===== src/rtl/midi_pkg.sv =====
// Shared MIDI receive-path types: event codes, sequencer state encoding,
// status byte constants and the data-length lookup.
package midi_pkg;

    typedef enum logic [2:0] {
        EV_NOTE_OFF = 3'd0,
        EV_NOTE_ON  = 3'd1,
        EV_CC       = 3'd2,
        EV_PROG     = 3'd3,
        EV_PBEND    = 3'd4
    } ev_type_t;

    typedef enum logic [2:0] {
        S_IDLE  = 3'd0,
        S_DATA1 = 3'd1,
        S_DATA2 = 3'd2,
        S_SYSEX = 3'd3,
        S_EMIT  = 3'd4
    } state_t;

    localparam logic [3:0] ST_NOTE_OFF = 4'h8;
    localparam logic [3:0] ST_NOTE_ON  = 4'h9;
    localparam logic [3:0] ST_POLY_AT  = 4'hA;
    localparam logic [3:0] ST_CC       = 4'hB;
    localparam logic [3:0] ST_PROG     = 4'hC;
    localparam logic [3:0] ST_CHAN_AT  = 4'hD;
    localparam logic [3:0] ST_PBEND    = 4'hE;

    localparam logic [7:0] SYSEX_START = 8'hF0;
    localparam logic [7:0] SYSEX_END   = 8'hF7;
    localparam logic [7:0] RT_MIN      = 8'hF8;

    // Number of data bytes following a channel status nibble.
    function automatic logic [1:0] msg_len(input logic [3:0] nib);
        return (nib == ST_PROG || nib == ST_CHAN_AT) ? 2'd1 : 2'd2;
    endfunction

endpackage


===== src/rtl/midi_timeout_cnt.sv =====
// Mid-message idle timeout: counts enabled cycles, pulses expire on the
// C_TIMEOUT_CYCLES-th one. A value of 0 removes the counter entirely.
module midi_timeout_cnt #(
    parameter int C_TIMEOUT_CYCLES = 100000
) (
    input  logic clk,
    input  logic rst_n,
    input  logic clr,
    input  logic en,
    output logic expire
);

    generate
        if (C_TIMEOUT_CYCLES == 0) begin : g_off
            logic unused_tmo;
            assign unused_tmo = ^{clk, rst_n, clr, en};
            assign expire     = 1'b0;
        end else begin : g_on
            localparam int W = (C_TIMEOUT_CYCLES > 1) ? $clog2(C_TIMEOUT_CYCLES) : 1;
            localparam logic [W-1:0] LAST = W'(C_TIMEOUT_CYCLES - 1);
            logic [W-1:0] cnt;

            always_ff @(posedge clk or negedge rst_n) begin
                if (!rst_n)
                    cnt <= '0;
                else if (clr)
                    cnt <= '0;
                else if (en)
                    cnt <= (cnt == LAST) ? '0 : cnt + W'(1);
            end

            assign expire = en && !clr && (cnt == LAST);
        end
    endgenerate

endmodule


===== src/rtl/midi_msg_sequencer.sv =====
// MIDI receive sequencer: pops UART FIFO bytes and assembles channel-voice
// events. Optional MIDI_CHAN_FILTER_EN drops messages not on cfg_chan.
module midi_msg_sequencer
    import midi_pkg::*;
#(
    parameter int C_ERR_CNT_W      = 8,
    parameter int C_TIMEOUT_CYCLES = 100000
) (
    input  logic                   clk,
    input  logic                   rst_n,
    input  logic                   fifo_empty,
    input  logic [7:0]             fifo_data,
    output logic                   fifo_rd_en,
    input  logic [3:0]             cfg_chan,
    output logic                   ev_valid,
    input  logic                   ev_ready,
    output logic [2:0]             ev_type,
    output logic [3:0]             ev_chan,
    output logic [6:0]             ev_d1,
    output logic [6:0]             ev_d2,
    output logic [C_ERR_CNT_W-1:0] err_cnt,
    output logic                   busy
);

    state_t     state, state_n;
    logic [7:0] rs, rs_n;          // running status, 0 when cleared
    logic       fresh, fresh_n;    // status seen, no data byte yet
    logic       chan_ok, chan_ok_n;
    logic [6:0] d1, d1_n;
    logic [2:0] ev_type_n;
    logic [3:0] ev_chan_n;
    logic [6:0] ev_d1_n, ev_d2_n;
    logic       err_inc, done;
    logic [6:0] cd1, cd2;
    logic       tmo_zone, tmo_clr, tmo_en, tmo_expire;

`ifndef MIDI_CHAN_FILTER_EN
    logic unused_cfg_chan;
    assign unused_cfg_chan = ^cfg_chan;
`endif

    always_ff @(posedge clk or negedge rst_n) begin
        if (!rst_n) begin
            state   <= S_IDLE;
            rs      <= '0;
            fresh   <= 1'b0;
            chan_ok <= 1'b0;
            d1      <= '0;
            ev_type <= '0;
            ev_chan <= '0;
            ev_d1   <= '0;
            ev_d2   <= '0;
            err_cnt <= '0;
        end else begin
            state   <= state_n;
            rs      <= rs_n;
            fresh   <= fresh_n;
            chan_ok <= chan_ok_n;
            d1      <= d1_n;
            ev_type <= ev_type_n;
            ev_chan <= ev_chan_n;
            ev_d1   <= ev_d1_n;
            ev_d2   <= ev_d2_n;
            if (err_inc && !(&err_cnt))
                err_cnt <= err_cnt + C_ERR_CNT_W'(1);
        end
    end

    always_comb begin
        state_n   = state;
        rs_n      = rs;
        fresh_n   = fresh;
        chan_ok_n = chan_ok;
        d1_n      = d1;
        ev_type_n = ev_type;
        ev_chan_n = ev_chan;
        ev_d1_n   = ev_d1;
        ev_d2_n   = ev_d2;
        err_inc   = 1'b0;
        done      = 1'b0;
        cd1       = d1;
        cd2       = '0;

        if (state == S_EMIT) begin
            if (ev_ready) begin
                state_n = S_DATA1;
                fresh_n = 1'b0;
            end
        end else if (fifo_rd_en) begin
            if (fifo_data >= RT_MIN) begin
                // real-time bytes pass through without touching anything
            end else if (fifo_data[7] && fifo_data < SYSEX_START) begin
                if (state == S_DATA2 || (state == S_DATA1 && fresh))
                    err_inc = 1'b1;
                rs_n    = fifo_data;
                fresh_n = 1'b1;
                state_n = S_DATA1;
`ifdef MIDI_CHAN_FILTER_EN
                chan_ok_n = (fifo_data[3:0] == cfg_chan);
`else
                chan_ok_n = 1'b1;
`endif
            end else if (fifo_data == SYSEX_START) begin
                rs_n    = '0;
                fresh_n = 1'b0;
                state_n = S_SYSEX;
            end else if (fifo_data[7]) begin
                rs_n    = '0;
                fresh_n = 1'b0;
                state_n = S_IDLE;
            end else begin
                case (state)
                    S_IDLE:  err_inc = 1'b1;
                    S_DATA1: begin
                        d1_n    = fifo_data[6:0];
                        fresh_n = 1'b0;
                        if (msg_len(rs[7:4]) == 2'd1) begin
                            done = 1'b1;
                            cd1  = fifo_data[6:0];
                        end else begin
                            state_n = S_DATA2;
                        end
                    end
                    S_DATA2: begin
                        done = 1'b1;
                        cd2  = fifo_data[6:0];
                    end
                    default: ;
                endcase
            end
        end else if (tmo_expire) begin
            err_inc = 1'b1;
            fresh_n = 1'b0;
            state_n = S_DATA1;
        end

        if (done) begin
            state_n = S_DATA1;
            if (rs[7:4] != ST_POLY_AT && rs[7:4] != ST_CHAN_AT && chan_ok) begin
                state_n   = S_EMIT;
                ev_chan_n = rs[3:0];
                ev_d1_n   = cd1;
                ev_d2_n   = cd2;
                case (rs[7:4])
                    ST_NOTE_ON: ev_type_n = (cd2 == 7'd0) ? EV_NOTE_OFF : EV_NOTE_ON;
                    ST_CC:      ev_type_n = EV_CC;
                    ST_PROG:    ev_type_n = EV_PROG;
                    ST_PBEND:   ev_type_n = EV_PBEND;
                    default:    ev_type_n = EV_NOTE_OFF;
                endcase
            end
        end
    end

    always_comb begin
        fifo_rd_en = !fifo_empty && (state != S_EMIT);
        ev_valid   = (state == S_EMIT);
        busy       = (state != S_IDLE);
    end

    // Timer runs only while a partial message is outstanding.
    assign tmo_zone = (state == S_DATA2) || (state == S_DATA1 && fresh);
    assign tmo_en   = tmo_zone && fifo_empty;
    assign tmo_clr  = !tmo_zone || (fifo_rd_en && fifo_data < RT_MIN);

    midi_timeout_cnt #(
        .C_TIMEOUT_CYCLES(C_TIMEOUT_CYCLES)
    ) u_tmo (
        .clk    (clk),
        .rst_n  (rst_n),
        .clr    (tmo_clr),
        .en     (tmo_en),
        .expire (tmo_expire)
    );

endmodule

===== config.mk =====
export PLATFORM = sky130hd
export DESIGN_NAME = midi_msg_sequencer
export DESIGN_NICKNAME = d
export VERILOG_FILES = /design/src/rtl/midi_pkg.sv /design/src/rtl/midi_timeout_cnt.sv /design/src/rtl/midi_msg_sequencer.sv
export SDC_FILE = /design/constraint.sdc
export NUM_CORES = 1
export LEC_CHECK = 0
export ABC_AREA = 1
export CORE_ASPECT_RATIO = 0.9
export CORE_MARGIN = 5
export CORE_UTILIZATION = 55
export DETAILED_ROUTE_END_ITERATION = 8
export PLACE_DENSITY = 0.84
export SYNTH_ARGS = -nofsm -noshare
export SYNTH_HDL_FRONTEND = slang
export SYNTH_SLANG_ARGS = --single-unit

===== constraint.sdc =====
create_clock -name clk -period 1.75 [get_ports clk]
set_input_delay 0.35 -clock clk [delete_from_list [all_inputs] [get_ports clk]]
set_output_delay 0.35 -clock clk [all_outputs]
set_load 0.03 [all_outputs]

==> reports/qor.csv <==
metric,value,unit
CP Buf/Inv Count,3,
worst-skew pair later-pin latency,0.34,ns
floorplan die height,85.3,um
Worst Max-Slew Pin Slew,0.583,ns
global-route track usage on met1,32.2,%
depth of the CTS H-tree,3,
die area,7990,sq um
Static Leak,2.48,nW
minimum period implied by the final worst setup slack,1.77,ns
Initial DRC Count,262,
commonest cells in the synthesized netlist,"131 x nand2_1, 66 x dfrtp_1, 53 x nor2_1",
share of layout cells above drive strength 1,18.4,%
compound-cell area share of the yosys netlist,9.78,%
tightest slew margin relative to the limit,61.0,%
fraction of registers with async set or reset after synthesis,100,%
buffer type at the clock tree root,clkbuf_8,
stage delay of the slowest cell on the critical path,0.45,ns
aggregate global-route resource usage,24.0,%
number of port buffers,43,
Syn Nets,469,
power density over cell area,1190,nW/um^2
fraction of the mapped netlist area in adder cells,0.722,%
TritonCTS sink count,66,
pin count of the biggest net entering global routing,48,
MaxCap Viol Count,0,
CTS tree,yes,
number of enable-type register cells in the synthesized netlist,0,
"Period Utilization, post-route",101,%
number of antenna diodes,0,
RD Place Congestion,0.913,
slowest stage cell on the critical path,dfrtp_2,
sort of element at the start of the critical path,register,
"area leader, netlist",dfrtp_1,
result of the run,finished with violations,
Synth Area in XOR/XNOR,2.27,%
clock transition time at the flip-flop clock pins of the worst setup and hold paths,0.07,ns
GR Overflow Total,0,
DP Wirelength,6530,um
count of nets after finishing,563,
total of fill cells in the finished design,432,
count of cells along the worst register-to-register path,10,
met3 demand-to-capacity share in global routing,6.47,%
main combinational cell family by area after synthesis,simple AND/OR/NAND/NOR gates,
number of stages on the worst hold path,2,
type of element capturing the critical path,primary output,
WL final,9400,um
final count of negative-setup-slack endpoints,1,
met2 track demand over resource in global routing,38.4,%
synth warn,0,
highest ir drop seen on vdd,0.000916,V
fraction of synthesized area in multiplexers,0,%
Die Span X,93.7,um
final number of hold-violating endpoints,0,
synthesized instance count,451,
signal arrival time at the worst endpoint,1.42,ns
setup slack of the most critical reg-to-reg path,0.09,ns
"Largest delay share family, worst path",flip-flops,
Post-Place Setup Slack,-0.244,ns
via count,3430,
violations in the final reports,negative setup slack,
Hold Path Sink,ev_d2[2]$_DFFE_PN0P_,
post-synthesis simple-gate area fraction,33.2,%
clock buffer count from CTS,9,
clock tree buffer depth,2,
number of slew-limit violations in the final report,0,
share of the synthesized area in the top cell type,47.6,%
placeable core area,6110,sq um
Critical Path Fanout Max,4,
share of the core filled with cells in the final layout,76.6,%
starting density of the core,56.7,%
most frequent cell after synthesis,nand2_1,
wire length of the first global-routing pass,15300,um
"Critical Path, Cell by Cell",nor2_2 > nand2_2 > nand2_2 > inv_2 > buf_6 > buf_6,
via density per instance,5.38,
ports placed on the boundary,48,
area growth from synthesis to layout,35.1,%
first-pass detailed-route iteration total,6,
worst flop-to-flop path startpoint,u_tmo.g_on.cnt[1]$_DFFE_PN0P_,
Post-Syn Area per Cell,7.69,sq um
library cells used by synthesis,34,
layer with the highest usage after global routing,met2,
number of global-route vias before repair,3319,
sequential element share of the synthesized area,47.6,%
Avg WL per Cell,14.8,um
most area-consuming cells after synthesis,"dfrtp_1 48%, nand2_1 14%, nor2_1 5.7%",
worst hold-check path type,reg -> reg,
Required @ worst endpoint,1.40,ns
antenna-violating nets left,0,
capture point of the worst reg-to-reg path,err_cnt[7]$_DFFE_PN0P_,
Setup CP Type,reg -> out,
Fmax achieved,0.565,GHz
skew final,0.00583,ns
RSZ-0062 raised after global routing,yes,
"crit path setup slack, layout",-0.0197,ns
row count,27,
#FFs+latches synth,66,
Post-route DRC,0,
Post-Syn Area,3470,sq um
most common flop cell mapped by yosys,dfrtp_1,
beginning of the critical path,state[1]$_DFFE_PN0P_,
initial antenna violation count,0,
startpoint of the worst hold path,ev_d2[2]$_DFFE_PN0P_,
[layout by cell type, fill, tap and decap left out, drive strengths merged]
| cell | netlist | routed |
|---|---|---|
| nand2 | 137 | 137 |
| dfrtp | 66 | 66 |
| nor2 | 60 | 60 |
| buf | 8 | 50 |
| inv | 43 | 43 |
| nand3 | 38 | 38 |
| o21ai | 35 | 35 |
| dlymetal6s2s | 0 | 15 |
| clkdlybuf4s50 | 0 | 13 |
| nand4 | 12 | 12 |
| dlygate4sd2 | 0 | 11 |
| a21oi | 11 | 11 |
| nor3 | 10 | 10 |
| clkbuf | 0 | 10 |
| o22ai | 6 | 6 |
| xor2 | 6 | 6 |
| o211ai | 3 | 3 |
| xnor2 | 3 | 3 |
| bufinv | 0 | 3 |
| o31ai | 2 | 2 |
| clkinvlp | 0 | 2 |
| nand3b | 2 | 2 |
| clkinv | 1 | 2 |
| ha | 2 | 2 |
| or2 | 1 | 1 |
| a22o | 1 | 1 |
| o21bai | 1 | 1 |
| nor4 | 1 | 1 |
| a31oi | 1 | 1 |
| and2 | 1 | 1 |
| dlygate4sd3 | 0 | 1 |
| clkdlybuf4s15 | 0 | 1 |
[power breakdown]
group / switching, mW / total (mW) / internal, mW
Sequential: 0.246 / 2.12 / 1.87
Clock: 0.604 / 1.59 / 0.987
Combinational: 1.14 / 1.87 / 0.729
Total: 1.99 / 5.57 / 3.59
[worst max-delay path by stage]
stage,end,slack [ns],cells after the start
final,fifo_rd_en,-0.02,6
after global routing,fifo_rd_en,-0.08,6
after global placement,err_cnt[5]$_DFFE_PN0P_,-0.15,10
after CTS,fifo_rd_en,0.004,6
after detailed placement,u_tmo.g_on.cnt[5]$_DFFE_PN0P_,-0.24,9
after floorplan,err_cnt[5]$_DFFE_PN0P_,0.12,9
[final cells by class]
class / instances / area, sq um / area share [%]
flip-flops and latches: 66 / 1650 / 35.3
multi-input cells: 333 / 1630 / 34.8
repair buffers: 91 / 873 / 18.6
inverters: 44 / 165 / 3.52
clock buffers: 10 / 138 / 2.94
clock inverters: 6 / 114 / 2.43
well taps: 87 / 109 / 2.32
[state kept, by name, summed over array words and instances (netlist names)]
register / flops
ev_d2: 7
rs: 8
state: 3
ev_d1: 7
ev_type: 3
fresh: 1
ev_chan: 4
u_tmo.g_on.cnt: 17
err_cnt: 8
chan_ok: 1
d1: 7
[worst min-delay path: stages, from the launching register on]
cell     delay [ns]
dfrtp_1        0.34
nand2_1        0.05
nand2_1        0.05
[routing by layer]
layer | wire length (um) | up-vias
li1 | - | 1663
met1 | 4200 | 1602
met2 | 4450 | 144
met3 | 597 | 21
met4 | 159 | 0
met5 | 0 | -
[stage by stage]
step / cell area [sq um] / setup TNS (ns) / power, mW / hold slack [ns] / instances
final: 4690 / -0.0197 / 5.57 / 0.473 / 637
after global routing: 4690 / -0.433 / 5.86 / 0.521 / 637
after CTS: 4550 / 0 / 5.55 / 0.484 / 631
after detailed placement: 4270 / -7.24 / 3.98 / 0.326 / 611
after global placement: 4270 / -4.77 / 3.91 / 0.320 / 611
after floorplan: 3470 / 0 / 3.17 / 0.0544 / 451
[cell families after synthesis]
group / after synthesis
AO/OA/AOI/OAI: 60
XOR/XNOR: 9
adder cells (fa/ha/maj): 2
buffers and inverters: 52
flip-flops: 66
AND/OR/NAND/NOR: 262
[what timing repair did]
item / 4_1_cts / 5_1_grt
endpoints found under the setup margin: 13 / 60
pin swaps: 1 / 5
endpoints found under the hold margin: 19 / 0
resized for setup: 14 / 36
hold buffers: 1 / 0
setup buffers: 3 / 6
No activity file was read; power rests on OpenSTA's default activity.
